==> src/rtl/timer_pkg.sv <==
`default_nettype none
// ============================================================================
// Module      : timer_pkg
// Description : Shared definitions for the memory-mapped countdown timer:
//               register offsets (Addr[3:2]), CTRL bit positions, mode
//               encodings and the timer state enumeration.
// Revision    : 1.0 - initial release
// ============================================================================
package timer_pkg;

   // Register offsets as seen on Addr[3:2]
   localparam logic [1:0] ADDR_CTRL   = 2'b00;
   localparam logic [1:0] ADDR_PRESET = 2'b01;
   localparam logic [1:0] ADDR_COUNT  = 2'b10;

   // CTRL bit positions
   localparam int CTRL_EN       = 0;
   localparam int CTRL_MODE_LSB = 1;
   localparam int CTRL_MODE_MSB = 2;
   localparam int CTRL_IM       = 3;

   // Mode encodings; the two unused encodings behave as one-shot
   localparam logic [1:0] MODE_ONESHOT = 2'b00;
   localparam logic [1:0] MODE_RELOAD  = 2'b01;

   // Timer sequencing states
   typedef enum logic [1:0] {
      ST_IDLE = 2'd0,
      ST_LOAD = 2'd1,
      ST_CNT  = 2'd2,
      ST_INT  = 2'd3
   } timer_state_e;

endpackage : timer_pkg
`default_nettype wire

==> src/rtl/timer_dev.sv <==
`default_nettype none
// ============================================================================
// Module      : timer_dev
// Description : Programmable countdown timer on the system bus. Holds the
//               CTRL / PRESET / COUNT registers, sequences the countdown and
//               raises a level interrupt request toward CP0.
//
// Ports       : clk    - system clock, rising-edge state updates
//               reset  - synchronous reset, active low (0 = reset)
//               Addr   - word address [31:2]; only Addr[3:2] is decoded
//               WE     - write enable, already qualified by device select
//               Din    - write data
//               Dout   - combinational read data for the current Addr
//               IRQ    - interrupt request, CTRL.IM & pending flag
//
// Revision    : 1.0 - initial release
// ============================================================================
module timer_dev
   import timer_pkg::*;
#(
   parameter logic [31:0] PRESET_RST = 32'd0,
   parameter logic [31:0] CTRL_WMASK = 32'h0000_000F
) (
   input  logic        clk,
   input  logic        reset,
   input  logic [29:0] Addr,
   input  logic        WE,
   input  logic [31:0] Din,
   output logic [31:0] Dout,
   output logic        IRQ
);

   // ------------------------------------------------------------------------
   // State
   // ------------------------------------------------------------------------
   timer_state_e state_q, state_d;
   logic [31:0]  ctrl_q, ctrl_d;
   logic [31:0]  preset_q, preset_d;
   logic [31:0]  count_q, count_d;
   logic         irq_pend_q, irq_pend_d;

   logic         w_en;
   logic         w_reload;
   logic         w_fire;
   logic [1:0]   w_reg_sel;
   logic         w_unused_addr;

   assign w_reg_sel     = Addr[1:0];
   // Upper address bits are decoded by the bridge, not here
   assign w_unused_addr = ^Addr[29:2];

   assign w_en     = ctrl_q[CTRL_EN];
   assign w_reload = (ctrl_q[CTRL_MODE_MSB:CTRL_MODE_LSB] == MODE_RELOAD);

   // ------------------------------------------------------------------------
   // Next-state logic: countdown sequencing, then CPU register writes.
   // The CPU write is applied last so that a CTRL write in the same cycle
   // as the one-shot En clear takes precedence.
   // ------------------------------------------------------------------------
   always_comb begin
      state_d    = state_q;
      ctrl_d     = ctrl_q;
      preset_d   = preset_q;
      count_d    = count_q;
      irq_pend_d = irq_pend_q;
      w_fire     = 1'b0;

      case (state_q)
         ST_IDLE: begin
            if (w_en) begin
               state_d = ST_LOAD;
            end
         end

         ST_LOAD: begin
            // Load completes even if En was cleared meanwhile
            count_d = preset_q;
            state_d = ST_CNT;
         end

         ST_CNT: begin
            if (!w_en) begin
               state_d = ST_IDLE;
            end else if (count_q > 32'd1) begin
               count_d = count_q - 32'd1;
            end else begin
               // Terminal count; a zero preset also lands here so the
               // counter never wraps below zero
               count_d    = 32'd0;
               irq_pend_d = 1'b1;
               w_fire     = 1'b1;
               state_d    = ST_INT;
            end
         end

         ST_INT: begin
            if (w_reload) begin
               irq_pend_d = 1'b0;
               state_d    = ST_LOAD;
            end else begin
               ctrl_d[CTRL_EN] = 1'b0;
               state_d         = ST_IDLE;
            end
         end

         default: begin
            state_d = ST_IDLE;
         end
      endcase

      if (WE) begin
         case (w_reg_sel)
            ADDR_CTRL: begin
               ctrl_d = Din & CTRL_WMASK;
               // Acknowledge clears the pending flag, but a terminal count
               // arriving on the very same edge is not lost
               irq_pend_d = w_fire;
            end
            ADDR_PRESET: begin
               // Only latched here; a running count picks it up at next load
               preset_d = Din;
            end
            default: begin
               // COUNT is read-only and the last slot is reserved
            end
         endcase
      end
   end

   // ------------------------------------------------------------------------
   // Registers
   // ------------------------------------------------------------------------
   always_ff @(posedge clk) begin
      if (!reset) begin
         state_q    <= ST_IDLE;
         ctrl_q     <= 32'd0;
         preset_q   <= PRESET_RST;
         count_q    <= 32'd0;
         irq_pend_q <= 1'b0;
      end else begin
         state_q    <= state_d;
         ctrl_q     <= ctrl_d;
         preset_q   <= preset_d;
         count_q    <= count_d;
         irq_pend_q <= irq_pend_d;
      end
   end

   // ------------------------------------------------------------------------
   // Zero-latency read mux and interrupt output
   // ------------------------------------------------------------------------
   always_comb begin
      Dout = 32'd0;
      case (w_reg_sel)
         ADDR_CTRL:   Dout = ctrl_q;
         ADDR_PRESET: Dout = preset_q;
         ADDR_COUNT:  Dout = count_q;
         default:     Dout = 32'd0;
      endcase
   end

   assign IRQ = ctrl_q[CTRL_IM] & irq_pend_q;

endmodule : timer_dev
`default_nettype wire

==> config.mk <==
export PLATFORM = sky130hd
export DESIGN_NAME = timer_dev
export DESIGN_NICKNAME = d
export VERILOG_FILES = /design/src/rtl/timer_pkg.sv /design/src/rtl/timer_dev.sv
export SDC_FILE = /design/constraint.sdc
export NUM_CORES = 1
export LEC_CHECK = 0
export BUFFER_PORTS_ARGS = -buffer_cell sky130_fd_sc_hd__clkbuf_2
export CORE_MARGIN = 1.5
export CORE_UTILIZATION = 45
export DETAILED_ROUTE_END_ITERATION = 10
export GPL_TIMING_DRIVEN = 0
export HOLD_SLACK_MARGIN = 0.15
export MAX_ROUTING_LAYER = met4
export PLACE_DENSITY = 0.79
export SLEW_MARGIN = 20
export SYNTH_ARGS = -nofsm -noshare
export SYNTH_HDL_FRONTEND = slang
export SYNTH_SLANG_ARGS = --single-unit
==> constraint.sdc <==
create_clock -name clk -period 6.8 [get_ports clk]
set_input_delay 0.34 -clock clk [delete_from_list [all_inputs] [get_ports clk]]
set_output_delay 0.34 -clock clk [all_outputs]
set_load 0.02 [all_outputs]
==> out/results.tsv, run 1 <==
stage	metric	value	unit
power	ir_worst_vdd	0.0939	mV
clocking	tritoncts	done	
layout	fillCellCount	892	
floorplanning	start_util	46.8	%
layout	area_growth	15.5	%
logic_synthesis	synth_top_area_share	34.7	%
clocking	cts_root_buf	clkbuf_8	
floorplanning	std_cell_rows	34	
routing	route.detailed.drc	0	
routing	dr_total_vias	4680	
setup_path	timing.rr.start	count_q[0]	
timing	setup_viol	0	
floorplanning	die_area	9690	um^2
logic_synthesis	synth_commonest_cells	nand2_1, a21oi_1, dfxtp_1	
timing	fin_crit_sh	43.4	%
global_route	grt_max_degree	12	
logic_synthesis	syn_area_per_cell	7.34	um^2
min_path	hold_depth	3	
logic_synthesis	synth_area_leaders	dfxtp_1, a21oi_1, nand2_1	
routing	drt-total-wl	14.1	mm
timing	tns	0	ns
setup_path	rrSetupSlack	3.85	ns
clocking	clockBufferDepth	2	
min_path	min_from	Din[15]	
clocking	cts_resized	0	
setup_path	cp-end-kind	flop	
logic_synthesis	yosysMostFrequentCell	nand2_1	
logic_synthesis	synth-seq-cells	71	
power	p_leak	1.85	nW
global_route	grt_antenna_before_repair	0	
logic_synthesis	synth_top_flop_cell	dfxtp_1	
power	p_sw	295	uW
global_route	grt_overflow	0	
placement	place_congestion	0.959	
power	p_seq_share	47.7	%
setup_path	reg2reg_to	count_q[28]	
timing	hold_violations	0	
setup_path	cp.required	7.05	ns
global_route	track_usage	29.7	%
layout	seqCellArea	1420	um^2
logic_synthesis	synth_edf_count	0	
routing	drt_iter0_drc	424	
power	power.share.switching	32.1	%
timing	worst_pin_slew	0.856	ns
setup_path	path_class	reg -> reg	
logic_synthesis	synth_top_area_cell	dfxtp_1	
layout	antennaDiodeCount	0	
routing	ant_nets	0	
clocking	clk_pin_slew_worst_paths	0.08	ns
clocking	post_cts_buffers	0	
timing	relSlewSlack	42.4	%
clocking	cts_hold_buf	0	
floorplanning	top_level_ports	98	
floorplanning	die_width	98.4	um
layout	multi_input_area	2420	um^2
clocking	numCtsBuffers	9	
power	p_clk_share	33.0	%
timing	clock_skew	0.00800	ns
power	p_comb_share	19.3	%
power	p_int	624	uW
timing	fmax	339	MHz
logic_synthesis	syn_nets	625	
logic_synthesis	syn_area	4100	um^2
setup_path	r2r.worst_path.cells	7	
run_status	status	completed	
timing	holdWs	0.193	ns
routing	vias_per_cell	6.26	
layout	finalNetCount	703	
timing	period_needed	2.95	ns
logic_synthesis	yosysSeqAreaShare	34.7	%
setup_path	cp.arrival	3.20	ns
min_path	worstHoldEndpoint	preset_q[15]	
logic_synthesis	yosysUniqueCellTypes	57	
timing	slew_viol_final	0	
placement	dp_hpwl	10.1	mm
layout	drive_gt1_share	15.5	%
run	maxCapViolations	0	
setup_path	cp-start-kind	flop	
routing	wl_per_cell	18.8	um
floorplanning	die_h	98.4	um
floorplanning	design.core.area	8760	um^2
clocking	worst_skew_pair.late_latency	0.36	ns
min_path	min_path_type	in -> reg	
global_route	grt_pass1_wl	22.0	mm
placement	io_buffers	67	
setup_path	worstPathMaxFanout	7	
clocking	htreeDepth	3	
power	p_per_area	194	nW/um^2
logic_synthesis	ys_async_sr_fraction	0	%
global_route	grt_pass1_vias	4267	
timing	rsz0062_at_grt	false	
routing	drt_pre_antenna_iters	5	
clocking	clock_sinks	71	
logic_synthesis	netlist_instances	558	
logic_synthesis	yosys_warnings	0	
==> power groups by stage <==
stage / Clock (mW) / Combinational (mW) / Sequential (mW)
2_1_floorplan: 0 / 0.118 / 0.444
3_3_place_gp: 0 / 0.168 / 0.447
3_5_place_dp: 0 / 0.171 / 0.448
4_1_cts: 0.305 / 0.172 / 0.438
5_1_grt: 0.323 / 0.190 / 0.440
6_report: 0.304 / 0.177 / 0.439
==> cell type report <==
type	count	area share, %
plain buffers	48	4.18
clock buffers	11	2.99
clock inverters	4	0.476
inverters	16	1.27
multi-input cells	423	51.1
flip-flops and latches	71	30.0
well taps	108	2.86
repair buffers	67	7.09
==> cell families after synthesis <==
family	share of synthesized area [%]
and+or+nand+nor	25.3
AOI/OAI and AO/OA	31.7
DFF	34.7
buffers and inverters	6.29
muxes	0.977
xor gates and xnor gates	0.428
adders and majority gates	0.611
==> placed cells by master, fill, tap and decap left out, types with 6 or more instances in the layout <==
master,netlist,routed
o31ai_1,6,6
or3_1,6,6
inv_1,15,15
a211oi_1,9,9
dfxtp_1,71,71
o21ai_0,55,55
a22o_1,28,28
clkbuf_1,41,42
clkbuf_8,0,10
nand2_1,96,96
nand3_1,14,14
nor2_1,28,28
clkbuf_2,0,67
or4_1,7,7
nor4_1,15,15
a21oi_1,75,75
==> sequential cells by signal, summed over array words and instances (netlist names) <==
| register | flops |
|---|---|
| count_q | 32 |
| ctrl_q | 4 |
| irq_pend_q | 1 |
| preset_q | 32 |
| state_q | 2 |
==> routing by layer <==
| layer | vias up | track usage [%] | part of all wire, % |
|---|---|---|---|
| met5 | - | - | 0 |
| met4 | 0 | 12.9 | 3.0 |
| met3 | 37 | 3.40 | 8.5 |
| met2 | 225 | 46.0 | 46 |
| met1 | 2228 | 39.2 | 43 |
| li1 | 2190 | - | - |
==> per-stage QoR <==
stage | power [mW] | instance area, um^2 | setup slack (ns) | instances | utilization (%)
2_1_floorplan | 0.561 | 4100 | 4.51 | 558 | -
3_3_place_gp | 0.616 | 4570 | 3.94 | 733 | 52.1
3_5_place_dp | 0.619 | 4570 | 4.00 | 733 | 52.1
4_1_cts | 0.916 | 4730 | 3.97 | 748 | 54.0
5_1_grt | 0.953 | 4730 | 3.68 | 748 | 54.0
6_report | 0.920 | 4730 | 3.85 | 748 | 54.0
==> worst max path at each step <==
stage | start | end | cells past startpoint
3_5_place_dp | count_q[0] | count_q[28] | 7
4_1_cts | count_q[0] | count_q[28] | 7
2_1_floorplan | count_q[16] | count_q[31] | 8
3_3_place_gp | count_q[0] | count_q[28] | 7
5_1_grt | count_q[0] | count_q[28] | 7
6_report | count_q[0] | count_q[28] | 7
==> critical path, cell delays in order (launching register included) <==
cell,delay (ns)
dfxtp_1,0.37
inv_1,0.12
ha_1,0.25
nor3b_1,0.73
nand4_1,0.52
nor4_1,0.47
a21boi_0,0.15
o221a_1,0.24
(Power assumes the default switching activity.)
==> inputs of run 2 (changes only) <==
ABC_AREA = 1   (was not set)
PLACE_DENSITY = 0.81   (was 0.79)
clock period = 2.5 ns   (was 6.8 ns; I/O delays follow)
==> out/results.tsv, run 2 <==
stage	metric	value	unit	change
routing	wl_per_cell	15.6	um	-17%
logic_synthesis	synth_top_area_share	32.7	%	-1.9 points
power	p_seq_share	34.6	%	-13 points
logic_synthesis	synth_area_leaders	dfxtp_1, o21ai_0, inv_1		
clocking	clockBufferDepth	2		unchanged
setup_path	rrSetupSlack	0.70	ns	-3.14 ns
setup_path	max_stage_delay	0.37	ns	-0.36 ns
setup_path	worstPathMaxFanout	10		+3
timing	slew_viol_final	0		unchanged
global_route	grt_max_degree	14		+2
clocking	cts_resized	0		unchanged
clocking	clock_sinks	71		unchanged
layout	antennaDiodeCount	0		unchanged
timing	period_needed	1.80	ns	-1.16 ns
setup_path	cp-end-kind	flop		
timing	fmax	557	MHz	+64%
routing	vias_per_cell	5.38		-14%
layout	final_common_cell	o21ai_0		
routing	route.detailed.drc	0		unchanged
timing	worst_pin_slew	0.809	ns	-0.0467 ns
min_path	min_path_type	in -> reg		
floorplanning	std_cell_rows	35		+2.9%
logic_synthesis	syn_area_per_cell	7.05	um^2	-4.0%
logic_synthesis	netlist_instances	616		+10%
logic_synthesis	synth_top_area_cell	dfxtp_1		
logic_synthesis	syn_nets	683		+9.3%
setup_path	r2r.worst_path.cells	10		+3
power	ir_worst_vdd	0.432	mV	+360%
power	p_per_area	707	nW/um^2	+260%
floorplanning	top_level_ports	98		unchanged
routing	drt_pre_antenna_iters	5		unchanged
logic_synthesis	yosysMostFrequentCell	o21ai_0		
power	p_int	2.18	mW	+250%
routing	ant_nets	0		unchanged
power	p_leak	2.17	nW	+18%
placement	place_congestion	0.982		+2.4%
layout	layout_common_cells	o21ai_0, inv_1, nand2_1		
logic_synthesis	synth-seq-cells	71		unchanged
floorplanning	die_area	10200	um^2	+5.8%
timing	hold_violations	0		unchanged
global_route	grt_overflow	0		unchanged
timing	clock_skew	0.0100	ns	+0.00201 ns
setup_path	path_class	reg -> reg		
logic_synthesis	synth_top_flop_cell	dfxtp_1		
routing	dr_total_vias	4652		-0.60%
floorplanning	die_h	101	um	+2.8%
min_path	worstHoldEndpoint	count_q[7]		
clocking	tritoncts	done		
power	p_sw	1.64	mW	+450%
setup_path	reg2reg_to	count_q[23]		
floorplanning	die_width	101	um	+2.8%
clocking	clk_pin_slew_worst_paths	0.08	ns	about the same
setup_path	crit_path_frequent_cell	nor2_8		
logic_synthesis	yosys_warnings	0		unchanged
floorplanning	design.core.area	9280	um^2	+5.9%
global_route	track_usage	27.9	%	-1.8 points
placement	io_buffers	68		+1.5%
setup_path	cp.arrival	2.08	ns	-1.12 ns
clocking	cts_root_buf	clkbuf_8		
global_route	grt_antenna_before_repair	0		unchanged
timing	rsz0062_at_grt	false		
layout	fillCellCount	927		+3.9%
setup_path	timing.rr.start	count_q[0]		
power	p_total	3.82	mW	+310%
logic_synthesis	yosysUniqueCellTypes	29		-49%
logic_synthesis	synth_edf_count	0		unchanged
layout	area_growth	24.4	%	
clocking	post_cts_buffers	0		unchanged
placement	dp_hpwl	9.78	mm	-2.7%
routing	drt-total-wl	13.5	mm	-4.3%
layout	top_regs	count_q x32, preset_q x32, ctrl_q x4		
setup_path	cp-start-kind	flop		
floorplanning	start_util	46.8	%	about the same
global_route	grt_pass1_wl	21.6	mm	-1.9%
logic_synthesis	synth_commonest_cells	o21ai_0, inv_1, nand2_1		
min_path	hold_depth	3		unchanged
clocking	worst_skew_pair.late_latency	0.35	ns	about the same
setup_path	crit_chain	inv_1 > ha_1 > o21ai_0 > nor2_2 > nand2_4 > nor2_8 > nor2_8 > buf_12 > nand3_2 > a21oi_2		
power	power.share.switching	42.9	%	+11 points
routing	drt_iter0_drc	292		-31%
setup_path	cp_slowest_cell	dfxtp_1		
layout	multi_input_area	2450	um^2	+1.4%
global_route	grt_pass1_vias	4536		+6.3%
timing	relSlewSlack	46.1	%	+3.6 points
layout	drive_gt1_share	24.3	%	+8.9 points
setup_path	cp.required	2.78	ns	-4.27 ns
run_status	status	completed		
timing	tns	0	ns	unchanged
timing	fin_crit_sh	71.8	%	+28 points
clocking	numCtsBuffers	9		unchanged
logic_synthesis	yosysSeqAreaShare	32.7	%	-1.9 points
layout	seqCellArea	1420	um^2	unchanged
logic_synthesis	syn_area	4340	um^2	+6.0%
run	maxCapViolations	0		unchanged
timing	setup_viol	0		unchanged
clocking	htreeDepth	3		unchanged
layout	finalNetCount	798		+14%
min_path	min_from	reset		
logic_synthesis	ys_async_sr_fraction	0	%	unchanged
power	p_comb_share	40.9	%	+22 points
power	p_clk_share	24.5	%	-8.5 points
## run 2: worst max-delay path by stage
stage / from / endpoint
2_1_floorplan: count_q[0] / count_q[6]
3_3_place_gp: Addr[0] / Dout[22]
3_5_place_dp: count_q[0] / count_q[23]
4_1_cts: count_q[0] / count_q[23]
5_1_grt: count_q[0] / count_q[20]
6_report: count_q[0] / count_q[23]
## run 2: worst max-delay path: cells and delay by family (launching register included)
family | cells | cell delay, ns
AO/OA/AOI/OAI | 2 | 0.36
adder cells (fa/ha/maj) | 1 | 0.28
buffers and inverters | 2 | 0.29
flip-flops | 1 | 0.37
AND/OR/NAND/NOR | 5 | 0.43
## run 2: per-stage QoR
stage | hold slack (ns) | cells | util [%] | worst slack [ns] | instance area, um^2
finish | 0.193 | 865 | 58.2 | 0.704 | 5400
global route | 0.225 | 865 | 58.2 | 0.580 | 5400
global placement | 0.401 | 813 | 52.2 | 0.717 | 4840
detailed placement | 0.402 | 813 | 52.2 | 0.728 | 4840
CTS | 0.193 | 865 | 58.2 | 0.705 | 5400
floorplan | 0.283 | 616 | - | 0.916 | 4340
## run 2: cells by family after synthesis
family	after synthesis	synth area share, %
buf+inv	110	10.7
simple gates	208	25.4
compound gates	219	29.3
flops	71	32.7
xor+xnor	6	1.21
fa+ha+maj	2	0.576
## run 2: layer usage
layer  wire length (um)  track usage [%]  vias to the layer above
li1                   -                -                     2296
met1               5830             33.9                     2164
met2               6360             47.1                      161
met3                873             4.55                       31
met4                399             8.97                        0
met5                  0                -                        -
## run 2: final cells by class
class | instances | area share, %
tap | 129 | 2.99
clock buffer | 9 | 2.29
timing repair buffer | 104 | 13.0
buffer | 31 | 3.15
multi-input combinational | 435 | 45.4
sequential | 71 | 26.3
clock inverter | 7 | 1.34
inverter | 79 | 5.49
## run 2: repair_timing
action | CTS | global route
endpoints found under the hold margin | 36 | 0
endpoints found under the setup margin | 0 | 0
hold buffers | 36 | 0
## run 2: power groups by stage
stage	Sequential, mW	Clock, mW	Combinational, mW
finish	1.32	0.934	1.56
CTS	1.32	0.937	1.54
floorplan	1.32	0	1.14
global route	1.33	0.985	1.73
detailed placement	1.34	0	1.49
global placement	1.34	0	1.46
